`config.mk`:
```
export PLATFORM = sky130hd
export DESIGN_NAME = hazard_ctrl
export DESIGN_NICKNAME = d
export VERILOG_FILES = /design/src/rtl/hazard_ctrl_pkg.sv /design/src/rtl/hazard_fwd_sel.sv /design/src/rtl/hazard_ctrl.sv
export SDC_FILE = /design/constraint.sdc
export NUM_CORES = 1
export LEC_CHECK = 0
export ABC_AREA = 1
export CAP_MARGIN = 0
export CORE_ASPECT_RATIO = 1.5
export CORE_MARGIN = 2
export CORE_UTILIZATION = 32
export DETAILED_ROUTE_END_ITERATION = 6
export PLACE_DENSITY_LB_ADDON = 0.2
export SYNTH_ARGS = -nofsm -noshare
export SYNTH_HDL_FRONTEND = slang
export SYNTH_SLANG_ARGS = --single-unit
```
`constraint.sdc`:
```
create_clock -name clk -period 3.22 [get_ports clk]
set_input_delay 0.644 -clock clk [delete_from_list [all_inputs] [get_ports clk]]
set_output_delay 0.644 -clock clk [all_outputs]
set_load 0.01 [all_outputs]
```
`src/rtl/hazard_ctrl_pkg.sv`:
```
// hazard_ctrl_pkg: FSM encoding, operand-forward selects and
// the pipeline control bundle shared by the hazard unit.
package hazard_ctrl_pkg;

  typedef enum logic [1:0] {
    RUN      = 2'd0,
    LD_STALL = 2'd1,
    MC_WAIT  = 2'd2
  } hcState_t;

  localparam logic [1:0] FWD_RF  = 2'b00;
  localparam logic [1:0] FWD_MEM = 2'b01;
  localparam logic [1:0] FWD_WB  = 2'b10;

  typedef struct packed {
    logic stallIf;
    logic stallDec;
    logic stallEx;
    logic killDec;
    logic flushIf;
    logic flushDec;
    logic mcErr;
  } hcCtl_t;

endpackage

```
`src/rtl/hazard_fwd_sel.sv`:
```
// hazard_fwd_sel: picks the EX operand source for one source
// register; the younger MEM result wins over WB.
module hazard_fwd_sel
  import hazard_ctrl_pkg::*;
#(
  parameter int REG_AW = 5
) (
  input  logic [REG_AW-1:0] exRs,
  input  logic [REG_AW-1:0] memRd,
  input  logic              memRegWrite,
  input  logic [REG_AW-1:0] wbRd,
  input  logic              wbRegWrite,
  output logic [1:0]        fwdSel
);

  logic memHit;
  logic wbHit;

  assign memHit = memRegWrite
               && (memRd != '0)
               && (memRd == exRs);

  // masked by memHit so the decode below is one-hot
  assign wbHit = wbRegWrite
              && (wbRd != '0)
              && (wbRd == exRs)
              && !memHit;

  always_comb begin
    fwdSel = FWD_RF;
    unique case (1'b1)
      memHit:  fwdSel = FWD_MEM;
      wbHit:   fwdSel = FWD_WB;
      default: fwdSel = FWD_RF;
    endcase
  end

endmodule

```
`src/rtl/hazard_ctrl.sv`:
```
// hazard_ctrl: load-use and multicycle stall FSM, branch flush
// and EX operand forwarding for the in-order pipeline.
module hazard_ctrl
  import hazard_ctrl_pkg::*;
#(
  parameter int REG_AW     = 5,
  parameter int LOAD_STALL = 1,
  parameter int MC_TIMEOUT = 64
) (
  input  logic              clk,
  input  logic              rst,
  input  logic [REG_AW-1:0] id_rs1,
  input  logic [REG_AW-1:0] id_rs2,
  input  logic              id_use_rs1,
  input  logic              id_use_rs2,
  input  logic [REG_AW-1:0] ex_rs1,
  input  logic [REG_AW-1:0] ex_rs2,
  input  logic [REG_AW-1:0] ex_rd,
  input  logic              ex_reg_write,
  input  logic              ex_mem_read,
  input  logic [REG_AW-1:0] mem_rd,
  input  logic              mem_reg_write,
  input  logic [REG_AW-1:0] wb_rd,
  input  logic              wb_reg_write,
  input  logic              mc_start,
  input  logic              mc_done,
  input  logic              branch_taken,
  output logic              stall_IF,
  output logic              stall_DEC,
  output logic              stall_EX,
  output logic              kill_DEC,
  output logic              flush_IF,
  output logic              flush_DEC,
  output logic [1:0]        fwd_a,
  output logic [1:0]        fwd_b,
  output logic              busy,
  output logic              mc_err
);

  localparam int CW = $clog2(MC_TIMEOUT + 1);

  localparam logic [CW-1:0] One    = CW'(1);
  localparam logic [CW-1:0] LdInit = CW'(LOAD_STALL - 1);
  localparam logic [CW-1:0] McLast = CW'(MC_TIMEOUT - 1);

  hcState_t      state;
  hcState_t      stateNxt;
  logic [CW-1:0] cnt;
  logic [CW-1:0] cntNxt;
  hcCtl_t        ctl;
  hcCtl_t        ctlOut;
  logic          rs1Hit;
  logic          rs2Hit;
  logic          loadUse;
  logic [1:0]    selA;
  logic [1:0]    selB;

  assign rs1Hit = id_use_rs1 && (id_rs1 == ex_rd);
  assign rs2Hit = id_use_rs2 && (id_rs2 == ex_rd);

  assign loadUse = ex_mem_read
                && ex_reg_write
                && (ex_rd != '0)
                && (rs1Hit || rs2Hit);

  always_ff @(posedge clk) begin
    if (rst) begin
      state <= RUN;
      cnt   <= '0;
    end else begin
      state <= stateNxt;
      cnt   <= cntNxt;
    end
  end

  always_comb begin
    stateNxt = state;
    cntNxt   = cnt;
    ctl      = '0;
    unique case (state)
      RUN: begin
        if (branch_taken) begin
          ctl.flushIf  = 1'b1;
          ctl.flushDec = 1'b1;
        end else if (mc_start) begin
          stateNxt = MC_WAIT;
          cntNxt   = '0;
        end else if (loadUse) begin
          ctl.stallIf  = 1'b1;
          ctl.stallDec = 1'b1;
          ctl.killDec  = 1'b1;
          if (LOAD_STALL > 1) begin
            stateNxt = LD_STALL;
            cntNxt   = LdInit;
          end
        end
      end
      LD_STALL: begin
        if (branch_taken) begin
          ctl.flushIf  = 1'b1;
          ctl.flushDec = 1'b1;
          stateNxt     = RUN;
          cntNxt       = '0;
        end else begin
          ctl.stallIf  = 1'b1;
          ctl.stallDec = 1'b1;
          ctl.killDec  = 1'b1;
          cntNxt       = cnt - One;
          if (cnt == One) stateNxt = RUN;
        end
      end
      MC_WAIT: begin
        if (mc_done) begin
          stateNxt = RUN;
          cntNxt   = '0;
        end else if (cnt == McLast) begin
          ctl.mcErr = 1'b1;
          stateNxt  = RUN;
          cntNxt    = '0;
        end else begin
          ctl.stallIf  = 1'b1;
          ctl.stallDec = 1'b1;
          ctl.stallEx  = 1'b1;
          cntNxt       = cnt + One;
        end
      end
      default: begin
        stateNxt = RUN;
        cntNxt   = '0;
      end
    endcase
  end

  // reset quiets every output, even before the first clock edge
  assign ctlOut = rst ? hcCtl_t'('0) : ctl;

  assign stall_IF  = ctlOut.stallIf;
  assign stall_DEC = ctlOut.stallDec;
  assign stall_EX  = ctlOut.stallEx;
  assign kill_DEC  = ctlOut.killDec;
  assign flush_IF  = ctlOut.flushIf;
  assign flush_DEC = ctlOut.flushDec;
  assign mc_err    = ctlOut.mcErr;
  assign busy      = !rst && (state != RUN);

  hazard_fwd_sel #(.REG_AW(REG_AW)) uFwdA (
    .exRs        (ex_rs1),
    .memRd       (mem_rd),
    .memRegWrite (mem_reg_write),
    .wbRd        (wb_rd),
    .wbRegWrite  (wb_reg_write),
    .fwdSel      (selA)
  );

  hazard_fwd_sel #(.REG_AW(REG_AW)) uFwdB (
    .exRs        (ex_rs2),
    .memRd       (mem_rd),
    .memRegWrite (mem_reg_write),
    .wbRd        (wb_rd),
    .wbRegWrite  (wb_reg_write),
    .fwdSel      (selB)
  );

  assign fwd_a = rst ? FWD_RF : selA;
  assign fwd_b = rst ? FWD_RF : selB;

endmodule

```
== Word-level counts from Yosys, hierarchy flattened ==
Cells that the tools add are included.

* Register bits: 9
* Output and inout bits: 12
* Word-level logic and storage cells: 78

* Add/sub/neg operators: 2
* Equality and inequality tests: 14
* Mux-type cells: 35
* Reductions and logical operators: 25

{| class="wikitable"
|+ Operators by type and width
! cell !! number
|-
| 7-bit 2-to-1 mux || 6
|-
| 5-bit == test || 6
|-
| 2-bit 2-to-1 mux || 13
|-
| 7-bit case mux with 3 select lines || 1
|-
| 5-bit nonzero test || 3
|-
| 1-bit logical AND || 14
|-
| 2-bit case mux with 3 select lines || 2
|-
| 1-bit 2-to-1 mux || 8
|-
| 2-bit case mux with 2 select lines || 2
|-
| 7-bit by 1-bit adder with 7-bit output (second input constant) || 1
|-
| 7-bit by 1-bit == test with 1-bit output (second input constant) || 1
|-
| 7-bit by 6-bit == test with 1-bit output (second input constant) || 1
|-
| 7-bit by 1-bit subtractor with 7-bit output (second input constant) || 1
|-
| 3-bit 2-to-1 mux || 2
|-
| 3-bit inequality test (second input constant) || 2
|-
| 3-bit case mux with 2 select lines || 1
|-
| 2-bit inequality test (second input constant) || 2
|-
| 4-bit AND reduction || 1
|-
| 1-bit logical NOT || 3
|-
| 2-bit by 1-bit == test with 1-bit output (second input constant) || 1
|-
| 2-bit == test (second input constant) || 1
|-
| 2-bit logical NOT || 1
|-
| 2-bit AND reduction || 1
|-
| 2-bit nonzero test || 1
|-
| 1-bit logical OR || 1
|}

== Depth between registers and ports, before layout ==
Gate-level depths: netlist (run 1).

* Depth after elaboration: 9
* Gate-level depth with buffers: 9

== By module ==
A second synthesis (run 1) with hierarchy kept.

* Cell total of the unflattened synthesis: 253
* Area, all modules: 1214.9 um^2

{| class="wikitable"
|+ By module, submodules not included
! module !! instances !! cells an instance !! area each (um^2)
|-
| hazard_ctrl || 1 || 139 || 764.5
|-
| hazard_fwd_sel || 2 || 57 || 225.2
|}

== Least setup slack after synthesis (run 1) ==
Ideal clock, no wire load.

* Path kind: in2out
* Start: in rst
* End: out stall_IF
* Arrival: 1.320 ns
* Setup slack: 1.256 ns
* Stages: 5
* Path buffers: 2
* Cells stage by stage: buf_6 nor2_2 nand2_1 nand2_1 buf_4

* Word-level cells in the longest chain between the ends: 1

{| class="wikitable"
|+ RTL lines
! what !! RTL line !! text
|-
| start: declaration || hazard_ctrl.sv:11 || <nowiki>input logic rst,</nowiki>
|-
| 7-bit 2-to-1 mux || hazard_ctrl.sv:135 || <nowiki>assign ctlOut = rst ? hcCtl_t'('0) : ctl;</nowiki>
|-
| end: declaration || hazard_ctrl.sv:28 || <nowiki>output logic stall_IF,</nowiki>
|}

Every way passes these cells.

== Final worst setup path (run 1) ==
* Start: in rst
* End: out fwd_a[1]

* Word-level cells in the longest chain between the ends: 1

{| class="wikitable"
|+ RTL lines
! what !! RTL line !! text
|-
| 2-bit 2-to-1 mux || hazard_ctrl.sv:164 || <nowiki>assign fwd_a = rst ? FWD_RF : selA;</nowiki>
|-
| end: declaration || hazard_ctrl.sv:34 || <nowiki>output logic [1:0] fwd_a,</nowiki>
|}

Every way passes these cells.

==> results.tsv, run 1 <==
stage	metric	value	unit
status	outcome	completed	
power_and_ir_drop	Peak VDD IR	0.115	mV
synth	post-synth cell types	21	
sta	final setup vio count	0	
worst_setup_path	WP data arrival	2330	ps
worst_setup_path	Reg2Reg Depth	6	
power_and_ir_drop	Lkg Pwr	0.831	nW
drt	WL/cell	9.75	µm
layout	commonest non-fill, non-tap cell in the layout	nand2_1	
worst_setup_path	CP Class	input pin to output port	
floorplan	row count	25	
worst_setup_path	crit path from	rst	
power_and_ir_drop	Pwr Density	219	mW/mm²
sta	Fin. Hold Viols	0	
clocking	CTS tree	built	
layout	Antenna diodes	0	
synth	Ys Warns	0	
drt	initial DRC count	32	
synth	Area contributors post-synth	nand2_1 (25%), dfxtp_1 (15%), inv_1 (14%), nor2_1 (9.1%), xnor2_1 (8.1%)	
clocking	Clock Pin Slew Worst Setup and Hold Paths	40	ps
floorplan	core area	0.00319	mm²
grt	global route overflow	0	
clocking	CTS H-tree depth	1	
worst_setup_path	critical path capture point type	output port	
synth	largest area contributor in the netlist	nand2_1	
synth	post-synthesis sequential area ratio	14.9	%
layout	layout cells sized above 1	4.96	%
grt	GR Util All Layers	16.2	%
floorplan	die width	51.4	µm
place	port buffer count	57	
sta	Fmax	336	MHz
layout	fill cell count	342	
grt	initial antenna violation count	0	
clocking	hold-fix buffers at CTS	0	
place	gpl congestion	0.849	
floorplan	DIE AREA	0.00386	mm²
floorplan	die span in y	75.1	µm
layout	register area	160	µm²
sta	Slew Limit Fails	0	
place	hpwl dp	2590	µm
layout	most frequent cells in the layout	nand2_1 (72), clkdlybuf4s50_1 (57), inv_1 (40)	
power_and_ir_drop	sequential share of power	27.5	%
clocking	CTS resizes	0	
worst_hold_path	HP Class	flop to flop	
drt	vias	1313	
clocking	Num CTS Buffers	3	
floorplan	Initial Util	33.8	%
grt	first-pass GRT wire length	4890	µm
worst_setup_path	reg2reg start	cnt[1]$_SDFFE_PP0P_	
grt	pin count of the biggest net entering global routing	9	
power_and_ir_drop	Int Pwr	267	µW
worst_setup_path	CP Max Fanout	8	
synth	synthesized instance count	205	
synth	number of synthesized register bits	8	
power_and_ir_drop	logic gate share of total power	40.4	%
sta	RSZ-0062 raised after global routing	no	
drt	# DRC	0	
sta	Final period util	92.4	%
run	maxcap violations	0	
worst_setup_path	CP top delay family	buffers and inverters	
sta	Slew @ Worst Pin	305	ps
clocking	Post-CTS Setup Repair Bufs	0	
worst_setup_path	startpoint type of the worst setup path	input pin	
clocking	Clk Latency, worst-skew pair	230	ps
worst_setup_path	crit path buf inv count	3	
layout	final net count	311	
synth	Mapped Nets	252	
sta	Worst Hold Slack	456	ps
power_and_ir_drop	clock power share	32.1	%
synth	Avg Cell Area, Syn	5.26	µm²
synth	Post-Synthesis Cell Area	0.00108	mm²
layout	Multi-input gate area	741	µm²
clocking	Clock Path Buffers	2	
drt	ANT nets after route	0	
layout	P&R area growth vs syn	59.0	%
clocking	clock sinks	8	
sta	min Tclk post-route	2970	ps
drt	vias per cell	4.35	
floorplan	number of top-level pins	58	
sta	setup ws final	246	ps
sta	setup TNS	0	ps
grt	number of global-route vias before repair	1283	
worst_setup_path	Crit-path slowest cell	clkdlybuf4s50_1	
drt	Initial DRT Pass Iterations	5	
place	post-place setup slack	246	ps
worst_setup_path	Worst EP required	2580	ps
worst_setup_path	Worst Setup EP	fwd_a[1]	
worst_setup_path	max incr delay on CP	560	ps
synth	top cell type's share of synthesized area	25.1	%
worst_setup_path	Crit path depth	7	
power_and_ir_drop	Switching Share	28.9	%
worst_setup_path	r2r endpoint	cnt[3]$_SDFFE_PP0P_	
clocking	CTS Root Cell	clkbuf_8	
drt	final WL	2950	µm
worst_setup_path	R2R Setup Slk	1940	ps
sta	relative slew slack	79.6	%
power_and_ir_drop	P_sw	108	µW
sta	Clock Skews	2.31	ps
worst_setup_path	Critical Path, Cell by Cell	clkdlybuf4s50_1, inv_1, o21ai_0, nor2_1, nand3_1, nor2_1, clkdlybuf4s50_1	
[registers in the layout, summed over array words and instances, names as in the netlist]
name and flops:
state 1, cnt 7
[cell families (layout without fill, tap and decap cells)]
group | Yosys count | after routing | synth area share [%]
AND/OR/NAND/NOR | 129 | 129 | 50.9
flip-flops | 8 | 8 | 14.9
buffers and inverters | 43 | 100 | 16.4
AO/OA/AOI/OAI | 12 | 12 | 6.97
adder cells (fa/ha/maj) | 1 | 1 | 1.16
XOR/XNOR | 12 | 12 | 9.76
[stage by stage]
| step | util (%) | cell area, µm² | total power [mW] | cells |
|---|---|---|---|---|
| final | 53.7 | 1710 | 0.375 | 302 |
| after floorplan | - | 1080 | 0.174 | 205 |
| after global placement | 52.4 | 1670 | 0.257 | 299 |
| after CTS | 53.7 | 1710 | 0.380 | 302 |
| after detailed placement | 52.4 | 1670 | 0.257 | 299 |
| after global routing | 53.7 | 1710 | 0.399 | 302 |
[cells in the mapped netlist (all sizes together)]
cell type / instances
a21o: 1
a21oi: 3
buf: 3
dfxtp: 8
ha: 1
inv: 40
nand2: 74
nand3: 14
nand3b: 1
nand4: 2
nor2: 31
nor3: 7
o21ai: 8
xnor2: 10
xor2: 2
[power by group through the flow]
stage	clock network, mW	registers, mW	logic, mW
final	0.120	0.103	0.151
after global routing	0.127	0.103	0.168
after CTS	0.123	0.103	0.153
after detailed placement	0	0.105	0.153
after global placement	0	0.105	0.152
after floorplan	0	0.104	0.0699
[cell type report]
cell class              instances  area share, %
well taps                      40           2.92
flip-flops and latches          8           9.35
multi-input cells             154           43.2
clock buffers                   3           2.41
inverters                      40           8.77
repair buffers                 57           33.3
[worst reg2reg max path, stage by stage (launching register included)]
cell and delay [ps]:
dfxtp_1 360, ha_1 190, nand2_2 90, nor2_4 110, nand4_2 140, a21oi_4 220, nor2_1 60
[worst min-delay path by stage]
stage	to	startpoint	slack, ps	cells after the start
detailed placement	cnt[6]$_SDFFE_PP0P_	cnt[6]$_SDFFE_PP0P_	450	2
floorplan	cnt[6]$_SDFFE_PP0P_	cnt[6]$_SDFFE_PP0P_	430	2
finish	cnt[6]$_SDFFE_PP0P_	cnt[6]$_SDFFE_PP0P_	460	2
CTS	cnt[6]$_SDFFE_PP0P_	cnt[6]$_SDFFE_PP0P_	460	2
global placement	cnt[6]$_SDFFE_PP0P_	cnt[6]$_SDFFE_PP0P_	450	2
global route	cnt[6]$_SDFFE_PP0P_	cnt[6]$_SDFFE_PP0P_	490	2
[layer usage]
layer | GRT usage, % | share of wire (%) | routed length (µm) | up-vias
li1 | - | - | - | 731
met1 | 15.7 | 38 | 1110 | 534
met2 | 35.0 | 56 | 1650 | 44
met3 | 1.19 | 5.3 | 155 | 4
met4 | 4.39 | 0.78 | 23 | 0
met5 | 0 | 0 | 0 | -
Note: power is estimated with default switching activity, not from simulation.
==> run 2, diff against run 1 <==
--- a/config.mk
+++ b/config.mk
@@ -12,6 +12,7 @@
 export CORE_UTILIZATION = 32
 export DETAILED_ROUTE_END_ITERATION = 6
 export PLACE_DENSITY_LB_ADDON = 0.2
+export SETUP_SLACK_MARGIN = 0.02
 export SYNTH_ARGS = -nofsm -noshare
 export SYNTH_HDL_FRONTEND = slang
 export SYNTH_SLANG_ARGS = --single-unit
==> results of run 2 <==
Final layout, timing and power as in run 1 (identical DEF).
